File: src/rtl/dmem_arbiter_if.sv
// dmem_arbiter_if: signal bundle between the data-RAM arbiter and its
// surroundings (pipeline MEM stage, host/debug port, RAM macro, counters).
//
// Handshakes:
//   cpu:  cpu_req presents an access for this cycle. It is serviced in the
//         same cycle unless cpu_stall=1, in which case the pipeline is frozen
//         and the identical access must be presented again next cycle.
//   host: host_req is a level request with host_we/addr/wdata held stable.
//         The arbiter answers with a single-cycle host_ack; host_rdata is
//         valid from that cycle until the next ack. The host must drop
//         host_req before a new request is accepted.
//   ram:  ram_* carry one access per cycle; ram_rdata is combinational on
//         ram_addr.
//
// Modports: slave = the arbiter, master = the environment driving it.
interface dmem_arbiter_if #(
  parameter int ADDR_W = 12
);
  logic              cpu_req;
  logic              cpu_we;
  logic [ADDR_W-1:0] cpu_addr;
  logic [31:0]       cpu_wdata;
  logic [1:0]        cpu_mode;
  logic [31:0]       cpu_rdata;
  logic              cpu_stall;

  logic              host_req;
  logic              host_we;
  logic [ADDR_W-1:0] host_addr;
  logic [31:0]       host_wdata;
  logic              host_ack;
  logic [31:0]       host_rdata;

  logic [ADDR_W-1:0] ram_addr;
  logic [31:0]       ram_wdata;
  logic [1:0]        ram_mode;
  logic              ram_we;
  logic [31:0]       ram_rdata;

  logic [15:0]       host_grants;
  logic [31:0]       stall_cycles;

  modport slave (
    input  cpu_req, cpu_we, cpu_addr, cpu_wdata, cpu_mode,
    output cpu_rdata, cpu_stall,
    input  host_req, host_we, host_addr, host_wdata,
    output host_ack, host_rdata,
    output ram_addr, ram_wdata, ram_mode, ram_we,
    input  ram_rdata,
    output host_grants, stall_cycles
  );

  modport master (
    output cpu_req, cpu_we, cpu_addr, cpu_wdata, cpu_mode,
    input  cpu_rdata, cpu_stall,
    output host_req, host_we, host_addr, host_wdata,
    input  host_ack, host_rdata,
    input  ram_addr, ram_wdata, ram_mode, ram_we,
    output ram_rdata,
    input  host_grants, stall_cycles
  );
endinterface

File: src/rtl/dmem_arbiter.sv
// dmem_arbiter: shares the single data-RAM port between the CPU MEM stage and
// a host/debug port. The CPU has priority; the host gets the RAM on an idle
// CPU cycle, or is forced in after MAX_WAIT contended cycles, which costs the
// CPU one stall cycle. Also counts completed host accesses and stall cycles.
//
// Ports:
//   clk          system clock, rising edge
//   clr          asynchronous reset, active-low
//   bus          dmem_arbiter_if.slave: cpu_*, host_*, ram_*, counters
//   dbg_state_o  current arbiter state (0 CPU_OWN, 1 HOST_ACC, 2 HOST_ACK,
//                3 REARM)
module dmem_arbiter #(
  parameter int ADDR_W   = 12,
  parameter int MAX_WAIT = 8
) (
  input  logic        clk,
  input  logic        clr,
  dmem_arbiter_if.slave bus,
  output logic [1:0]  dbg_state_o
);

  typedef enum logic [1:0] {
    CPU_OWN  = 2'd0,
    HOST_ACC = 2'd1,
    HOST_ACK = 2'd2,
    REARM    = 2'd3
  } state_e;

  localparam logic [7:0] WAIT_LAST = 8'(MAX_WAIT - 1);

  state_e      state_q, state_d;
  logic [7:0]  wait_q, wait_d;
  logic [15:0] grants_q, grants_d;
  logic [31:0] host_rdata_q, host_rdata_d;
  logic [31:0] stall_cycles_q, stall_cycles_d;

  logic              sel_host;
  logic              cpu_stall;
  logic [ADDR_W-1:0] ram_addr;
  logic [31:0]       ram_wdata;
  logic [1:0]        ram_mode;
  logic              ram_we;

  always_ff @(posedge clk or negedge clr) begin
    if (!clr) begin
      state_q        <= CPU_OWN;
      wait_q         <= '0;
      grants_q       <= '0;
      host_rdata_q   <= '0;
      stall_cycles_q <= '0;
    end else begin
      state_q        <= state_d;
      wait_q         <= wait_d;
      grants_q       <= grants_d;
      host_rdata_q   <= host_rdata_d;
      stall_cycles_q <= stall_cycles_d;
    end
  end

  always_comb begin
    state_d      = state_q;
    wait_d       = wait_q;
    grants_d     = grants_q;
    host_rdata_d = host_rdata_q;
    unique case (state_q)
      CPU_OWN: begin
        if (bus.host_req) begin
          // wait_q counts contended cycles already lost; the cycle that sees
          // WAIT_LAST is the last one the CPU may win.
          if (!bus.cpu_req || wait_q == WAIT_LAST) begin
            state_d = HOST_ACC;
            wait_d  = '0;
          end else begin
            wait_d = wait_q + 8'd1;
          end
        end else begin
          wait_d = '0;
        end
      end
      HOST_ACC: begin
        state_d      = HOST_ACK;
        wait_d       = '0;
        grants_d     = grants_q + 16'd1;
        host_rdata_d = bus.ram_rdata;
      end
      HOST_ACK: begin
        state_d = bus.host_req ? REARM : CPU_OWN;
      end
      REARM: begin
        // A still-high request belongs to the access just acknowledged.
        if (!bus.host_req) state_d = CPU_OWN;
      end
      default: state_d = CPU_OWN;
    endcase
  end

  assign sel_host  = (state_q == HOST_ACC);
  assign cpu_stall = sel_host & bus.cpu_req;

  always_comb begin
    stall_cycles_d = stall_cycles_q;
    if (cpu_stall && stall_cycles_q != 32'hFFFF_FFFF)
      stall_cycles_d = stall_cycles_q + 32'd1;
  end

  always_comb begin
    if (sel_host) begin
      ram_addr  = bus.host_addr;
      ram_wdata = bus.host_wdata;
      ram_mode  = 2'b00;
      ram_we    = bus.host_we;
    end else begin
      ram_addr  = bus.cpu_addr;
      ram_wdata = bus.cpu_wdata;
      ram_mode  = bus.cpu_mode;
      ram_we    = bus.cpu_req & bus.cpu_we;
    end
  end

  // clr gates the write strobe directly so a reset landing mid-access never
  // lets a write reach the RAM.
  assign bus.ram_addr     = ram_addr;
  assign bus.ram_wdata    = ram_wdata;
  assign bus.ram_mode     = ram_mode;
  assign bus.ram_we       = ram_we & clr;

  assign bus.cpu_stall    = cpu_stall;
  assign bus.cpu_rdata    = sel_host ? 32'd0 : bus.ram_rdata;
  assign bus.host_ack     = (state_q == HOST_ACK);
  assign bus.host_rdata   = host_rdata_q;
  assign bus.host_grants  = grants_q;
  assign bus.stall_cycles = stall_cycles_q;
  assign dbg_state_o      = state_q;

endmodule

File: src/flat_wrapper.sv
// flat-port wrapper written by rule: the top's interface ports become plain ports
module dmem_arbiter_flat 
#(
  parameter int ADDR_W   = 12,
  parameter int MAX_WAIT = 8
)
  (clk, clr, dbg_state_o, bus_cpu_req, bus_cpu_we, bus_cpu_addr, bus_cpu_wdata, bus_cpu_mode, bus_cpu_rdata, bus_cpu_stall, bus_host_req, bus_host_we, bus_host_addr, bus_host_wdata, bus_host_ack, bus_host_rdata, bus_ram_addr, bus_ram_wdata, bus_ram_mode, bus_ram_we, bus_ram_rdata, bus_host_grants, bus_stall_cycles);
  dmem_arbiter_if #(.ADDR_W(ADDR_W)) bus_i ();
  input  logic clk;
  input  logic clr;
  output logic [1:0] dbg_state_o;
  input wire logic [$bits(bus_i.cpu_req)-1:0] bus_cpu_req;
  input wire logic [$bits(bus_i.cpu_we)-1:0] bus_cpu_we;
  input wire logic [$bits(bus_i.cpu_addr)-1:0] bus_cpu_addr;
  input wire logic [$bits(bus_i.cpu_wdata)-1:0] bus_cpu_wdata;
  input wire logic [$bits(bus_i.cpu_mode)-1:0] bus_cpu_mode;
  output wire logic [$bits(bus_i.cpu_rdata)-1:0] bus_cpu_rdata;
  output wire logic [$bits(bus_i.cpu_stall)-1:0] bus_cpu_stall;
  input wire logic [$bits(bus_i.host_req)-1:0] bus_host_req;
  input wire logic [$bits(bus_i.host_we)-1:0] bus_host_we;
  input wire logic [$bits(bus_i.host_addr)-1:0] bus_host_addr;
  input wire logic [$bits(bus_i.host_wdata)-1:0] bus_host_wdata;
  output wire logic [$bits(bus_i.host_ack)-1:0] bus_host_ack;
  output wire logic [$bits(bus_i.host_rdata)-1:0] bus_host_rdata;
  output wire logic [$bits(bus_i.ram_addr)-1:0] bus_ram_addr;
  output wire logic [$bits(bus_i.ram_wdata)-1:0] bus_ram_wdata;
  output wire logic [$bits(bus_i.ram_mode)-1:0] bus_ram_mode;
  output wire logic [$bits(bus_i.ram_we)-1:0] bus_ram_we;
  input wire logic [$bits(bus_i.ram_rdata)-1:0] bus_ram_rdata;
  output wire logic [$bits(bus_i.host_grants)-1:0] bus_host_grants;
  output wire logic [$bits(bus_i.stall_cycles)-1:0] bus_stall_cycles;
  assign bus_i.cpu_req = bus_cpu_req;
  assign bus_i.cpu_we = bus_cpu_we;
  assign bus_i.cpu_addr = bus_cpu_addr;
  assign bus_i.cpu_wdata = bus_cpu_wdata;
  assign bus_i.cpu_mode = bus_cpu_mode;
  assign bus_cpu_rdata = bus_i.cpu_rdata;
  assign bus_cpu_stall = bus_i.cpu_stall;
  assign bus_i.host_req = bus_host_req;
  assign bus_i.host_we = bus_host_we;
  assign bus_i.host_addr = bus_host_addr;
  assign bus_i.host_wdata = bus_host_wdata;
  assign bus_host_ack = bus_i.host_ack;
  assign bus_host_rdata = bus_i.host_rdata;
  assign bus_ram_addr = bus_i.ram_addr;
  assign bus_ram_wdata = bus_i.ram_wdata;
  assign bus_ram_mode = bus_i.ram_mode;
  assign bus_ram_we = bus_i.ram_we;
  assign bus_i.ram_rdata = bus_ram_rdata;
  assign bus_host_grants = bus_i.host_grants;
  assign bus_stall_cycles = bus_i.stall_cycles;
  dmem_arbiter #(.ADDR_W(ADDR_W), .MAX_WAIT(MAX_WAIT)) u_core (.clk(clk), .clr(clr), .bus(bus_i), .dbg_state_o(dbg_state_o));
endmodule
File: config.mk
export PLATFORM = sky130hd
export DESIGN_NAME = dmem_arbiter_flat
export DESIGN_NICKNAME = d
export VERILOG_FILES = /design/src/rtl/dmem_arbiter_if.sv /design/src/rtl/dmem_arbiter.sv /design/src/flat_wrapper.sv
export SDC_FILE = /design/constraint.sdc
export NUM_CORES = 1
export LEC_CHECK = 0
export BUFFER_PORTS_ARGS = -buffer_cell sky130_fd_sc_hd__buf_2
export CORE_AREA = 2 2 113 115
export DETAILED_ROUTE_END_ITERATION = 8
export DIE_AREA = 0 0 115 117
export PLACE_DENSITY = 0.84
export SLEW_MARGIN = 25
export SYNTH_ARGS = -nofsm -noshare
export SYNTH_HDL_FRONTEND = slang
export SYNTH_SLANG_ARGS = --single-unit
File: constraint.sdc
create_clock -name clk -period 4.6 [get_ports clk]
set_input_delay 0.46 -clock clk [delete_from_list [all_inputs] [get_ports clk]]
set_output_delay 0.46 -clock clk [all_outputs]
set_load 0.02 [all_outputs]
==> flow_metrics.tcl <==
set metrics [dict create \
    slew_headroom 0.408 \
    fill_cells 1148 \
    cp_max_fo 94 \
    yosysMostFrequentCell "nand2_1" \
    async_flop_share 1.00 \
    dr.pass1.iters 6 \
    clockPowerShare 0.234 \
    synth_top_area_frac 0.481 \
    fin_crit_sh 0.634 \
    p_int_mw 1.75 \
    wl_per_cell_um 14.2 \
    grt_pass1_vias 4187 \
    worstReg2RegEnd "u_core.bus.stall_cycles[1]" \
    vias_per_cell 4.75 \
    post_cts_buffers 0 \
    regArea_um2 2250 \
    rr_startpoint "u_core.bus.stall_cycles[0]" \
    hp-class "in -> async" \
    grt-ovfl-total 0 \
    cts_tree "done" \
    crit_chain "nand2b_4, buf_4, and2_1, buf_2" \
    track_usage 0.199 \
    multi_input_area_um2 2340 \
    yosys.area_share.adder 0.00802 \
    initial_core_util 0.380 \
    run_status "finished clean" \
    cts_root_buf "clkbuf_16" \
    setup_tns_ns 0 \
    dp.cells 983 \
    synthCells 566 \
    power.density_nw_per_um2 458 \
    clkLatencyLatePin_ns 0.34 \
    setup_violations 0 \
    post_cts.resized_instances 0 \
    dp_hpwl_mm 11.0 \
    rows 41 \
    synthMuxAreaShare 0.00241 \
    cts_buffers 9 \
    slowest_stage "nand2b_4" \
    synth_top_area_cell "dfrtp_1" \
    routed_wl_mm 14.2 \
    grt_first_pass_wirelength_mm 20.7 \
    hold_viol_final 0 \
    final_antenna_net_count 0 \
    ys.warnings.count 0 \
    synth_top_family_by_area "simple AND/OR/NAND/NOR gates" \
    clkTransAtPathRegs_ns 0.07 \
    synthFlopType "dfrtp_1" \
    area_delta_synth_final_pct 40.1 \
    rrSetupSlack_ns 1.97 \
    finalClockSkew_ns 0.0108 \
    die_h_um 117 \
    nets 975 \
    critPathLaunch "u_core.dbg_state_o[1]" \
    drcViolationCount 0 \
    port_buffers 290 \
    synth-compound-area-share 0.0313 \
    antenna_found_initial 1 \
    grt_max_degree 95 \
    cts_sinks 90 \
    syn_nets 697 \
    cts_buffer_depth 2 \
    peakVddDrop_mv 0.168 \
    power.switching_mw 1.25 \
    start_kind "register" \
    yosys.area_share.simple 0.364 \
    cts.htree.levels 3 \
    fmax_mhz 343 \
    grt_setup_unrepaired "no" \
    slew_viol_final 0 \
    end_kind "primary output" \
    p_sw_frac 0.416 \
    syn_area_per_cell_um2 8.27 \
    drv_cap 0 \
    seqPwrFrac 0.368 \
    ys_top_cells_by_area "dfrtp_1 48%, nand2_1 20%, xnor2_1 8.2%, and2_1 4.7%, nand3_1 2.8%" \
    vias 4753 \
    drt_iter0_markers 255 \
    synth_edf_count 0 \
    cp.arrival_ns 2.46 \
    dieArea_um2 13500 \
    die_w_um 115 \
    ys_seq_area_frac 0.481 \
    synth_common_cells "252 x nand2_1, 90 x dfrtp_1, 44 x xnor2_1" \
    reg2reg_depth 6 \
    gp_congestion 0.838 \
    io_pins 291 \
    synth_xor_area_frac 0.0898 \
    drive_gt1_frac 0.379 \
    critPathCapture "bus_cpu_rdata[23]" \
    worst_pin_slew_ns 0.889 \
    slowest_delay_ns 0.77 \
    core-area_um2 12300 \
    period_needed_ns 2.92 \
    syn_area_um2 4680 \
    p_comb_frac 0.398 \
    ys_ff_latch 90 \
    p_leak_nw 3.72 \
    synth.distinct_cells 35 \
    crit_type "reg -> out" \
    stdcell_count 1000 \
    cts_hold_repair.buffers 0 \
    critPathRequiredTime_ns 4.14 \
]
==> logic make-up (layout without fill, tap and decap cells) <==
| group | count (synthesis) | after routing |
|---|---|---|
| adder cells (fa/ha/maj) | 3 | 3 |
| AND/OR/NAND/NOR | 377 | 377 |
| buffers and inverters | 28 | 311 |
| AO/OA/AOI/OAI | 19 | 19 |
| XOR/XNOR | 48 | 48 |
| other | 0 | 1 |
| multiplexers | 1 | 1 |
| flip-flops | 90 | 90 |
==> how the worst min path moves through the flow <==
| stage | start | to | slack, ns | cells after the start |
|---|---|---|---|---|
| finish | clr | u_core.dbg_state_o[1] | 0.09 | 1 |
| global route | clr | u_core.dbg_state_o[1] | 0.13 | 1 |
| CTS | clr | u_core.dbg_state_o[1] | 0.11 | 1 |
| detailed placement | u_core.bus.host_rdata[12] | u_core.bus.host_rdata[12] | 0.46 | 2 |
| global placement | u_core.bus.host_rdata[11] | u_core.bus.host_rdata[11] | 0.45 | 2 |
| floorplan | clr | u_core.bus.host_grants[0] | 0.16 | 0 |
==> stage by stage <==
stage	total power [mW]	setup WS, ns	utilization	area, um^2	hold slack, ns
floorplan	1.84	2.45	-	4680	0.164
CTS	3.03	1.67	0.532	6550	0.110
global route	3.18	1.50	0.532	6550	0.132
finish	3.00	1.68	0.533	6560	0.0881
detailed placement	2.32	1.98	0.508	6260	0.457
global placement	2.29	2.10	0.508	6260	0.452
==> power by group through the flow <==
stage / registers (mW) / logic (mW) / clock network [mW]
3_3_place_gp: 1.11 / 1.18 / 0
4_1_cts: 1.10 / 1.21 / 0.716
6_report: 1.10 / 1.19 / 0.702
5_1_grt: 1.13 / 1.30 / 0.754
2_1_floorplan: 1.33 / 0.512 / 0
3_5_place_dp: 1.12 / 1.20 / 0
==> cells in the final DEF, fill, tap and decap left out, types with 3 or more instances in the layout <==
master / synthesis / routed
xor2_1: 4 / 4
dfrtp_1: 90 / 90
and2_1: 35 / 35
buf_4: 0 / 4
buf_2: 3 / 289
nor2b_1: 4 / 3
ha_1: 3 / 3
nand4_1: 16 / 16
nand2_1: 252 / 252
nor2_1: 12 / 12
clkinvlp_4: 0 / 3
o21ai_0: 11 / 11
clkbuf_16: 0 / 9
and4_1: 4 / 4
and3_1: 13 / 13
nand3_1: 26 / 26
xnor2_1: 44 / 44
nand2b_1: 4 / 3
==> routing by layer <==
metal	wire, um	part of all wire	track usage
met1	5990	0.42	0.252
met4	366	0.026	0.0876
met2	7060	0.50	0.336
met3	802	0.056	0.0314
met5	0	0	0
==> flip-flops by register name (all words and copies together), names as in the netlist <==
| register | count |
|---|---|
| u_core.bus.host_grants | 16 |
| u_core.bus.host_rdata | 32 |
| u_core.bus.stall_cycles | 32 |
| u_core.dbg_state_o | 2 |
| u_core.wait_q | 8 |
==> critical path, delay by kind of cell (launching register included) <==
family	cells	cell delay, ns
simple gates	2	0.94
buf+inv	2	0.55
flops	1	0.62
==> final cells by class <==
cell class	instances	share of cell area
clock inverters	6	0.00744
flip-flops and latches	90	0.344
well taps	150	0.0286
repair buffers	293	0.225
clock buffers	10	0.0365
inverters	2	0.00115
diodes	1	0.000382
multi-input cells	448	0.357
No activity file was read; power rests on OpenSTA's default activity.
